## config.mk

```make
export PLATFORM = sky130hd
export DESIGN_NAME = ex_div_stage_flat
export DESIGN_NICKNAME = d
export VERILOG_FILES = /design/src/rtl/ex_div_stage_pkg.sv /design/src/rtl/ex_div_stage_if.sv /design/src/rtl/ex_div_stage_div_unit.sv /design/src/rtl/ex_div_stage.sv /design/src/flat_wrapper.sv
export SDC_FILE = /design/constraint.sdc
export NUM_CORES = 2
export LEC_CHECK = 0
export ABC_AREA = 0
export BUFFER_PORTS_ARGS = -buffer_cell sky130_fd_sc_hd__buf_2
export CORE_ASPECT_RATIO = 1.2
export CORE_MARGIN = 2
export CORE_UTILIZATION = 60
export CTS_CLUSTER_DIAMETER = 40
export DETAILED_ROUTE_END_ITERATION = 10
export GPL_ROUTABILITY_DRIVEN = 1
export GPL_TIMING_DRIVEN = 0
export PLACE_DENSITY = 0.87
export SETUP_SLACK_MARGIN = 0.1
export SLEW_MARGIN = 20
export SYNTH_ARGS = -nofsm -noshare
export SYNTH_HDL_FRONTEND = slang
export SYNTH_SLANG_ARGS = --single-unit
```

## constraint.sdc

```tcl
create_clock -name clk -period 29.6 [get_ports clk]
set_input_delay 2.96 -clock clk [delete_from_list [all_inputs] [get_ports clk]]
set_output_delay 2.96 -clock clk [all_outputs]
set_load 0.03 [all_outputs]
```

## src/rtl/ex_div_stage_pkg.sv

```systemverilog
// Shared constants for the RV32IM execute stage: operand width, aluop/alusel
// encodings and the divider state type.
package ex_div_stage_pkg;

   localparam int XLEN      = 32;
   localparam int DIV_ITERS = XLEN;

   localparam logic [XLEN-1:0] ZERO_WORD    = '0;
   localparam logic [4:0]      NOP_REG_ADDR = 5'd0;

   // Result classes
   localparam logic [2:0] EXE_RES_NOP   = 3'd0;
   localparam logic [2:0] EXE_RES_LOGIC = 3'd1;
   localparam logic [2:0] EXE_RES_SHIFT = 3'd2;
   localparam logic [2:0] EXE_RES_ARITH = 3'd3;
   localparam logic [2:0] EXE_RES_JUMP  = 3'd4;
   localparam logic [2:0] EXE_RES_MUL   = 3'd5;
   localparam logic [2:0] EXE_RES_DIV   = 3'd6;

   // Operation codes
   localparam logic [7:0] EXE_AND_OP    = 8'h01;
   localparam logic [7:0] EXE_OR_OP     = 8'h02;
   localparam logic [7:0] EXE_XOR_OP    = 8'h03;
   localparam logic [7:0] EXE_LUI_OP    = 8'h04;
   localparam logic [7:0] EXE_SLL_OP    = 8'h10;
   localparam logic [7:0] EXE_SRL_OP    = 8'h11;
   localparam logic [7:0] EXE_SRA_OP    = 8'h12;
   localparam logic [7:0] EXE_ADD_OP    = 8'h20;
   localparam logic [7:0] EXE_SUB_OP    = 8'h21;
   localparam logic [7:0] EXE_SLT_OP    = 8'h22;
   localparam logic [7:0] EXE_SLTU_OP   = 8'h23;
   localparam logic [7:0] EXE_AUIPC_OP  = 8'h24;
   localparam logic [7:0] EXE_MUL_OP    = 8'h30;
   localparam logic [7:0] EXE_MULH_OP   = 8'h31;
   localparam logic [7:0] EXE_MULHSU_OP = 8'h32;
   localparam logic [7:0] EXE_MULHU_OP  = 8'h33;
   localparam logic [7:0] EXE_DIV_OP    = 8'h38;
   localparam logic [7:0] EXE_DIVU_OP   = 8'h39;
   localparam logic [7:0] EXE_REM_OP    = 8'h3A;
   localparam logic [7:0] EXE_REMU_OP   = 8'h3B;

   typedef enum logic [1:0] {
      DIV_IDLE = 2'd0,
      DIV_BUSY = 2'd1,
      DIV_DONE = 2'd2
   } div_state_e;

endpackage

```

## src/rtl/ex_div_stage_if.sv

```systemverilog
// ID/EX -> EX -> EX/MEM signal bundle; master drives decode outputs, slave is the EX stage.
interface ex_div_stage_if;
   import ex_div_stage_pkg::*;

   logic [5:0]      stall;
   logic [7:0]      aluop_i;
   logic [2:0]      alusel_i;
   logic [XLEN-1:0] reg1_i;
   logic [XLEN-1:0] reg2_i;
   logic [4:0]      wd_i;
   logic            wreg_i;
   logic [XLEN-1:0] link_address_i;
   logic [XLEN-1:0] inst_i;
   logic [4:0]      wd_o;
   logic            wreg_o;
   logic [XLEN-1:0] wdata_o;
   logic            stallreq_o;

   modport master (
      output stall, aluop_i, alusel_i, reg1_i, reg2_i, wd_i, wreg_i,
             link_address_i, inst_i,
      input  wd_o, wreg_o, wdata_o, stallreq_o
   );

   modport slave (
      input  stall, aluop_i, alusel_i, reg1_i, reg2_i, wd_i, wreg_i,
             link_address_i, inst_i,
      output wd_o, wreg_o, wdata_o, stallreq_o
   );

endinterface

```

## src/rtl/ex_div_stage_div_unit.sv

```systemverilog
// Iterative restoring divider, one quotient bit per cycle, with RISC-V
// divide-by-zero / overflow shortcuts and sign correction.
module div_unit
   import ex_div_stage_pkg::*;
(
   input  logic            clk,
   input  logic            rst,
   input  logic            i_start,
   input  logic            i_signed_op,
   input  logic            i_rem_op,
   input  logic [XLEN-1:0] i_dividend,
   input  logic [XLEN-1:0] i_divisor,
   input  logic            i_stall_hold,
   output logic [XLEN-1:0] o_result,
   output logic            o_ready,
   output logic            o_busy
);

   localparam int CNT_W = $clog2(DIV_ITERS);

   div_state_e       r_state, w_next_state;
   logic [CNT_W-1:0] r_cnt;
   logic [XLEN-1:0]  r_rem, r_quo, r_dvs, r_result;
   logic             r_neg_quo, r_neg_rem, r_rem_op;

   logic            w_dvd_neg, w_dvs_neg, w_div_zero, w_overflow, w_last, w_ge;
   logic [XLEN-1:0] w_dvd_abs, w_dvs_abs, w_special_res;
   logic [XLEN-1:0] w_rem_next, w_quo_next, w_final;
   logic [XLEN:0]   w_shift, w_diff;

   assign w_dvd_neg  = i_signed_op & i_dividend[XLEN-1];
   assign w_dvs_neg  = i_signed_op & i_divisor[XLEN-1];
   assign w_dvd_abs  = w_dvd_neg ? -i_dividend : i_dividend;
   assign w_dvs_abs  = w_dvs_neg ? -i_divisor : i_divisor;
   assign w_div_zero = (i_divisor == '0);
   assign w_overflow = i_signed_op && (i_dividend == {1'b1, {(XLEN-1){1'b0}}})
                       && (i_divisor == '1);

   always_comb begin
      if (w_div_zero)
         w_special_res = i_rem_op ? i_dividend : '1;
      else
         w_special_res = i_rem_op ? ZERO_WORD : {1'b1, {(XLEN-1){1'b0}}};
   end

   // Remainder stays below the divisor, so a 33-bit trial subtract suffices
   // and its top bit is the borrow.
   assign w_shift    = {r_rem, r_quo[XLEN-1]};
   assign w_diff     = w_shift - {1'b0, r_dvs};
   assign w_ge       = ~w_diff[XLEN];
   assign w_rem_next = w_ge ? w_diff[XLEN-1:0] : w_shift[XLEN-1:0];
   assign w_quo_next = {r_quo[XLEN-2:0], w_ge};
   assign w_last     = (r_cnt == CNT_W'(DIV_ITERS - 1));

   always_comb begin
      if (r_rem_op)
         w_final = r_neg_rem ? -w_rem_next : w_rem_next;
      else
         w_final = r_neg_quo ? -w_quo_next : w_quo_next;
   end

   // NOTE: state registers use non-blocking assignments so every flop samples
   // pre-edge values regardless of block evaluation order.
   always_ff @(posedge clk or posedge rst) begin
      if (rst) r_state <= DIV_IDLE;
      else     r_state <= w_next_state;
   end

   // NOTE: every output of this block gets a default first; a missing branch
   // would otherwise infer a latch.
   always_comb begin
      w_next_state = r_state;
      o_busy       = 1'b0;
      o_ready      = 1'b0;
      case (r_state)
         DIV_IDLE: begin
            if (i_start) begin
               o_busy       = 1'b1;
               w_next_state = (w_div_zero || w_overflow) ? DIV_DONE : DIV_BUSY;
            end
         end
         DIV_BUSY: begin
            o_busy = 1'b1;
            if (w_last) w_next_state = DIV_DONE;
         end
         DIV_DONE: begin
            o_ready = 1'b1;
            if (!i_stall_hold) w_next_state = DIV_IDLE;
         end
         default: w_next_state = DIV_IDLE;
      endcase
   end

   // NOTE: datapath registers are reset as well so an aborted divide leaves no
   // stale result visible after reset.
   always_ff @(posedge clk or posedge rst) begin
      if (rst) begin
         r_cnt     <= '0;
         r_rem     <= '0;
         r_quo     <= '0;
         r_dvs     <= '0;
         r_result  <= '0;
         r_neg_quo <= 1'b0;
         r_neg_rem <= 1'b0;
         r_rem_op  <= 1'b0;
      end else begin
         case (r_state)
            DIV_IDLE: begin
               if (i_start) begin
                  r_cnt    <= '0;
                  r_rem_op <= i_rem_op;
                  if (w_div_zero || w_overflow) begin
                     r_result <= w_special_res;
                  end else begin
                     r_rem     <= '0;
                     r_quo     <= w_dvd_abs;
                     r_dvs     <= w_dvs_abs;
                     r_neg_quo <= w_dvd_neg ^ w_dvs_neg;
                     r_neg_rem <= w_dvd_neg;
                  end
               end
            end
            DIV_BUSY: begin
               r_rem <= w_rem_next;
               r_quo <= w_quo_next;
               r_cnt <= r_cnt + 1'b1;
               if (w_last) r_result <= w_final;
            end
            default: ;
         endcase
      end
   end

   assign o_result = r_result;

endmodule

```

## src/rtl/ex_div_stage.sv

```systemverilog
// RV32IM execute stage: combinational ALU/shift/compare/link/MUL result mux
// plus the iterative divider and its pipeline stall request.
module ex_div_stage
   import ex_div_stage_pkg::*;
(
   input  logic          clk,
   input  logic          rst,
   ex_div_stage_if.slave bus
);

   logic [XLEN-1:0]       w_logic_res, w_shift_res, w_arith_res, w_mul_res;
   logic [XLEN-1:0]       w_div_result, w_result;
   logic [4:0]            w_shamt;
   logic                  w_mul_a_sx, w_mul_b_sx;
   logic signed [2*XLEN+1:0] w_product;
   logic                  w_div_start, w_div_signed, w_div_rem;
   logic                  w_div_ready, w_div_busy;
   logic                  w_unused;

   assign w_shamt = bus.reg2_i[4:0];

   always_comb begin
      w_logic_res = ZERO_WORD;
      case (bus.aluop_i)
         EXE_AND_OP: w_logic_res = bus.reg1_i & bus.reg2_i;
         EXE_OR_OP:  w_logic_res = bus.reg1_i | bus.reg2_i;
         EXE_XOR_OP: w_logic_res = bus.reg1_i ^ bus.reg2_i;
         EXE_LUI_OP: w_logic_res = bus.reg2_i;
         default:    ;
      endcase
   end

   always_comb begin
      w_shift_res = ZERO_WORD;
      case (bus.aluop_i)
         EXE_SLL_OP: w_shift_res = bus.reg1_i << w_shamt;
         EXE_SRL_OP: w_shift_res = bus.reg1_i >> w_shamt;
         EXE_SRA_OP: w_shift_res = XLEN'($signed(bus.reg1_i) >>> w_shamt);
         default:    ;
      endcase
   end

   always_comb begin
      w_arith_res = ZERO_WORD;
      case (bus.aluop_i)
         EXE_ADD_OP, EXE_AUIPC_OP: w_arith_res = bus.reg1_i + bus.reg2_i;
         EXE_SUB_OP:  w_arith_res = bus.reg1_i - bus.reg2_i;
         EXE_SLT_OP:  w_arith_res = {{(XLEN-1){1'b0}},
                                     $signed(bus.reg1_i) < $signed(bus.reg2_i)};
         EXE_SLTU_OP: w_arith_res = {{(XLEN-1){1'b0}}, bus.reg1_i < bus.reg2_i};
         default:     ;
      endcase
   end

   // 33x33 signed multiply covers all four flavours via the extension bit.
   assign w_mul_a_sx = (bus.aluop_i == EXE_MULH_OP) || (bus.aluop_i == EXE_MULHSU_OP);
   assign w_mul_b_sx = (bus.aluop_i == EXE_MULH_OP);
   assign w_product  = $signed({w_mul_a_sx & bus.reg1_i[XLEN-1], bus.reg1_i})
                     * $signed({w_mul_b_sx & bus.reg2_i[XLEN-1], bus.reg2_i});
   assign w_mul_res  = (bus.aluop_i == EXE_MUL_OP) ? w_product[XLEN-1:0]
                                                   : w_product[2*XLEN-1:XLEN];

   assign w_div_start  = (bus.alusel_i == EXE_RES_DIV);
   assign w_div_signed = (bus.aluop_i == EXE_DIV_OP) || (bus.aluop_i == EXE_REM_OP);
   assign w_div_rem    = (bus.aluop_i == EXE_REM_OP) || (bus.aluop_i == EXE_REMU_OP);

   div_unit u_div (
      .clk          (clk),
      .rst          (rst),
      .i_start      (w_div_start),
      .i_signed_op  (w_div_signed),
      .i_rem_op     (w_div_rem),
      .i_dividend   (bus.reg1_i),
      .i_divisor    (bus.reg2_i),
      .i_stall_hold (bus.stall[3]),
      .o_result     (w_div_result),
      .o_ready      (w_div_ready),
      .o_busy       (w_div_busy)
   );

   always_comb begin
      w_result = ZERO_WORD;
      case (bus.alusel_i)
         EXE_RES_LOGIC: w_result = w_logic_res;
         EXE_RES_SHIFT: w_result = w_shift_res;
         EXE_RES_ARITH: w_result = w_arith_res;
         EXE_RES_JUMP:  w_result = bus.link_address_i;
         EXE_RES_MUL:   w_result = w_mul_res;
         EXE_RES_DIV:   w_result = w_div_ready ? w_div_result : ZERO_WORD;
         default:       ;
      endcase
   end

   assign bus.wd_o       = rst ? NOP_REG_ADDR : bus.wd_i;
   assign bus.wreg_o     = rst ? 1'b0 : bus.wreg_i;
   assign bus.wdata_o    = rst ? ZERO_WORD : w_result;
   assign bus.stallreq_o = rst ? 1'b0 : w_div_busy;

   // Trace-only instruction word and stall bits owned by other stages.
   assign w_unused = ^{bus.inst_i, bus.stall[5:4], bus.stall[2:0],
                       w_product[2*XLEN+1:2*XLEN]};

endmodule

```

## src/flat_wrapper.sv

```systemverilog
// flat-port wrapper written by rule: the top's interface ports become plain ports
module ex_div_stage_flat import ex_div_stage_pkg::*;
  (clk, rst, bus_stall, bus_aluop_i, bus_alusel_i, bus_reg1_i, bus_reg2_i, bus_wd_i, bus_wreg_i, bus_link_address_i, bus_inst_i, bus_wd_o, bus_wreg_o, bus_wdata_o, bus_stallreq_o);
  ex_div_stage_if bus_i ();
  input  logic clk;
  input  logic rst;
  input wire logic [$bits(bus_i.stall)-1:0] bus_stall;
  input wire logic [$bits(bus_i.aluop_i)-1:0] bus_aluop_i;
  input wire logic [$bits(bus_i.alusel_i)-1:0] bus_alusel_i;
  input wire logic [$bits(bus_i.reg1_i)-1:0] bus_reg1_i;
  input wire logic [$bits(bus_i.reg2_i)-1:0] bus_reg2_i;
  input wire logic [$bits(bus_i.wd_i)-1:0] bus_wd_i;
  input wire logic [$bits(bus_i.wreg_i)-1:0] bus_wreg_i;
  input wire logic [$bits(bus_i.link_address_i)-1:0] bus_link_address_i;
  input wire logic [$bits(bus_i.inst_i)-1:0] bus_inst_i;
  output wire logic [$bits(bus_i.wd_o)-1:0] bus_wd_o;
  output wire logic [$bits(bus_i.wreg_o)-1:0] bus_wreg_o;
  output wire logic [$bits(bus_i.wdata_o)-1:0] bus_wdata_o;
  output wire logic [$bits(bus_i.stallreq_o)-1:0] bus_stallreq_o;
  assign bus_i.stall = bus_stall;
  assign bus_i.aluop_i = bus_aluop_i;
  assign bus_i.alusel_i = bus_alusel_i;
  assign bus_i.reg1_i = bus_reg1_i;
  assign bus_i.reg2_i = bus_reg2_i;
  assign bus_i.wd_i = bus_wd_i;
  assign bus_i.wreg_i = bus_wreg_i;
  assign bus_i.link_address_i = bus_link_address_i;
  assign bus_i.inst_i = bus_inst_i;
  assign bus_wd_o = bus_i.wd_o;
  assign bus_wreg_o = bus_i.wreg_o;
  assign bus_wdata_o = bus_i.wdata_o;
  assign bus_stallreq_o = bus_i.stallreq_o;
  ex_div_stage u_core (.clk(clk), .rst(rst), .bus(bus_i));
endmodule
```

==> run metrics, run 1 <==
Mapped Cells 7164; die width 289 um; GRT Overall Usage 68.5%; number of placement rows 125; async set-reset flop share out of synthesis 100%; synthesis-stage register bit count 138; Stopped at global routing (5_1_grt); pre-CTS worst setup slack 10890 ps; count of synthesis-stage warnings from yosys 0; number of synthesized flops with an enable pin 0; wire length of the first global-routing pass 480000 um; routability congestion estimate 1.28; Max H-tree Level 4; maximum number of pins on one net before global-route repair 99; Most used DFF post-synth dfrtp_1; nets in the synthesized netlist 8793; TritonCTS sink count 138; post-cts repair resize count 0; hold_buf cts 0; initial standard-cell utilization of the core 60.5%; maximum count of clock buffers along a single path 3; clock root buffer clkbuf_16; summed instance area of the synthesized netlist 0.0585 mm2; first logged error message [ERROR GRT-0116] Global routing finished with congestion. Check the congestion regions in the DRC Viewer.; via count of the first global-routing pass 65300; global-route congestion overflow total 2; Num CTS Buffers 25; Avg Inst Size Synth 8.16 um2; Port Buf Inserts 149; setup repair bufs after CTS 0; sequential element share of the synthesized area 5.91%; detailed placer's ending HPWL 252000 um; number of top-level pins 192; die span in y 346 um; number of distinct library cells after synthesis 92; outcome did not finish
-- per-layer routing --
metal | track usage, % | overflow
met2 | 89.1 | 1
met3 | 48.4 | 0
met5 | 20.1 | 0
met4 | 65.7 | 1
met1 | 68.8 | 0
-- metrics by stage --
step                instances  hold WS [ps]  area (um2)
CTS                      8624           496       61600
floorplan                7164           451       58500
global placement         8583           474       60800
detailed placement       8592           483       61000
-- cells in the mapped netlist, types with 20 or more instances --
cell      count  area (um2)
inv_1      1337        5020
fa_1       1128       22600
nand2_1    1081        4060
nor2_1      614        2300
clkbuf_1    359        1350
ha_1        348        4350
o21ai_0     342        1710
a21oi_1     234        1170
xnor2_1     161        1410
dfrtp_1     138        3450
buf_1        89         334
nor3_1       76         380
a21o_1       72         541
nand3_1      69         345
mux4_2       62        1400
mux2i_1      59         591
a211oi_1     52         390
o22ai_1      52         325
o21ai_1      49         245
a31oi_1      46         288
o31ai_1      43         323
or3_1        41         257
a221o_1      40         400
nand4_1      39         244
xor2_1       39         342
a221oi_1     38         333
o211ai_1     33         248
and3_1       31         194
o21bai_1     30         225
nand2b_1     29         181
nor4_1       28         175
o221ai_1     28         245
a222oi_1     26         260
and2_1       25         156
o21a_1       24         180
nor2b_1      20         125
-- cell families after synthesis --
group	Yosys count	share of synthesized area, %
adders and majority gates	1476	46.1
xor gates and xnor gates	200	3.00
DFF	138	5.91
AOI/OAI and AO/OA	1276	14.3
and+or+nand+nor	2124	15.4
buffers and inverters	1823	11.8
muxes	127	3.51
==> inputs of run 2 (changes only) <==
--- a/config.mk
+++ b/config.mk
@@ -7,15 +7,12 @@
 export LEC_CHECK = 0
 export ABC_AREA = 0
 export BUFFER_PORTS_ARGS = -buffer_cell sky130_fd_sc_hd__buf_2
-export CORE_ASPECT_RATIO = 1.2
 export CORE_MARGIN = 2
-export CORE_UTILIZATION = 60
-export CTS_CLUSTER_DIAMETER = 40
+export CORE_UTILIZATION = 40
 export DETAILED_ROUTE_END_ITERATION = 10
 export GPL_ROUTABILITY_DRIVEN = 1
 export GPL_TIMING_DRIVEN = 0
-export PLACE_DENSITY = 0.87
-export SETUP_SLACK_MARGIN = 0.1
+export PLACE_DENSITY_LB_ADDON = 0.15
 export SLEW_MARGIN = 20
 export SYNTH_ARGS = -nofsm -noshare
 export SYNTH_HDL_FRONTEND = slang
==> run 2 against run 1 <==
  * The flow now finishes without violations
  * Synthesized area unchanged
  * Synthesized cell count unchanged
==> run metrics, run 2 <==
Area Growth Syn to Fin 7.28%; max-slew violation total from the final report 0; final worst path period need 20780 ps; critical path buffer and inverter count 13; vias post-DR 58000; top library cells by usage in the layout, fill and taps aside inv_1 (1336), fa_1 (1127), nand2_1 (1081), nor2_1 (612), ha_1 (348); element type at the critical path end primary output; count of synthesis-stage warnings from yosys 0; top cells by count, synth inv_1 (1337), fa_1 (1128), nand2_1 (1081); critical path arrival 17820 ps; maximum count of clock buffers along a single path 2; routed wire length per instance 37.6 um; initial standard-cell utilization of the core 40.2%; Port Buf Inserts 149; sum of routed wire length over all layers 350000 um; cell with the most instances after synthesis inv_1; final clock period utilization by the worst path 70.2%; critical path's slowest cell clkbuf_1; clock transition at the register clock pins on the worst setup and hold paths after CTS 70 ps; GRT Overall Usage 46.9%; Startpoint Class input port; count of non-filler cells in the finished layout 9306; most area-consuming cells after synthesis fa_1 (39%), inv_1 (8.6%), ha_1 (7.4%), nand2_1 (6.9%), dfrtp_1 (5.9%); Worst path top cell family by delay adder cells; wire length of the first global-routing pass 474000 um; number of DRC markers after the initial detailed-route iteration 8104; setup repair bufs after CTS 0; hold_buf cts 0; commonest non-fill, non-tap cell in the layout inv_1; number of top-level pins 192; detailed-route DRC error count 0; outcome finished clean; Most used DFF post-synth dfrtp_1; dominant cell type by area after synthesis fa_1; number of synthesized flops with an enable pin 0; Worst Setup Slack, final 8820 ps; Mapped Cells 7164; critical path start-end classification input port to primary output; ratio of routed vias to standard cells 6.23; synthesis-stage register bit count 138; Num CTS Buffers 17; accumulated negative setup slack 0 ps; via count of the first global-routing pass 57000; total die area 0.149 mm2; net count of the finished layout 8979; nets in the synthesized netlist 8793; final setup fails 0; Core Footprint 0.145 mm2; max-capacitance violation count 0; number of placement rows 140; final hold violations 0; area fraction of the dominant cell type after synthesis 38.6%; unrepaired setup endpoints after global routing false; initial antenna violation count 50; cell type with the highest occurrence count on the critical path fa_1; Avg Inst Size Synth 8.16 um2; Hold/Removal Path Class register to register; number of distinct library cells after synthesis 92; transition at the pin with the smallest max-transition slack 1330 ps; pre-CTS worst setup slack 9280 ps; critical path's largest stage delay 990 ps; sequential element share of the synthesized area 5.91%; Max H-tree Level 4; detailed placer's ending HPWL 292000 um; setup slack of the worst register-to-register path 21720 ps; placed cell count 9245; die span in y 386 um; routability congestion estimate 1.09; Antenna Violating Nets Remaining 0; share of cells above drive strength 1 5.89%; Max Clock Freq 48.1 MHz; Clk Latency, worst-skew pair 460 ps; maximum number of pins on one net before global-route repair 77; async set-reset flop share out of synthesis 100%; TritonCTS sink count 138; global-route congestion overflow total 0; maximum fanout encountered on the critical timing path 11; Rel. slew slack 11.4%; Required @ worst endpoint 26640 ps; Setup Skew 11.1 ps; die width 386 um; final core utilization 43.1%; post-cts repair resize count 0; CTS tree built; summed instance area of the synthesized netlist 0.0585 mm2; number of optimization iterations in the first detailed-route pass 9; clock root buffer clkbuf_16
## run 2: logic make-up (layout without fill, tap and decap cells)
logic type      Yosys count  count (layout)  share of synthesized area, %
xor+xnor                200             200                          3.00
other cells               0              26                             0
flops                   138             138                          5.91
buf+inv                1823            2022                          11.8
fa+ha+maj              1476            1476                          46.1
mux                     127             127                          3.51
simple gates           2124            2124                          15.4
compound gates         1276            1276                          14.3
## run 2: worst register-to-register path, stage by stage (launching register included)
cell and delay [ps]:
dfrtp_1 390, inv_1 250, ha_1 240, inv_1 60, fa_1 420, a211oi_1 390, o21ai_1 290, nand4_1 350
a31o_2 340, a21oi_1 240, nor3_2 750, nor2_1 230, inv_1 360, buf_2 370, mux2i_1 400, ha_1 260
inv_1 100, nor2_1 160, o2111ai_1 170, nor3_1 490, nand4b_1 270, and2_0 310, o41a_1 450, xor2_1 340
o21ai_1 100
## run 2: worst paths after layout
check / cells past startpoint / from / endpoint
max in group asynchronous: 3 / rst / u_core.u_div.r_dvs[2]
setup reg to reg: 24 / u_core.u_div.r_quo[31] / u_core.u_div.o_result[24]
setup / recovery: 33 / bus_reg2_i[3] / bus_wdata_o[26]
hold reg to reg: 1 / u_core.u_div.r_dvs[0] / u_core.u_div.r_dvs[0]
hold / removal: 1 / u_core.u_div.r_dvs[0] / u_core.u_div.r_dvs[0]
min in group asynchronous: 2 / rst / u_core.u_div.r_dvs[26]
## run 2: cell type report
class	instances	area (um2)
repair buffers	167	982
fillers	15100	82700
plain buffers	472	1950
clock inverters	15	188
well taps	1917	2400
flip-flops and latches	138	3450
multi-input cells	5203	48200
clock buffers	17	425
inverters	1351	5080
diodes	26	65.1
## run 2: routing by layer
metal / wire length [um] / global-route usage, % / up-vias
met4: 31400 / 33.5 / 14
met5: 141 / 0 / -
met3: 43800 / 15.9 / 988
met2: 140000 / 65.4 / 4072
met1: 135000 / 60.4 / 29700
li1: - / - / 23200
## run 2: per-stage QoR
stage / hold WS (ps) / cell area (um2)
after global placement: 475 / 61600
final: 510 / 62700
after floorplan: 451 / 58500
after CTS: 499 / 62600
after global routing: 515 / 62700
after detailed placement: 484 / 62000
Power of run 2 is not shown: default switching activity piles up to over one toggle a cycle in this logic, so the estimate is an artifact.
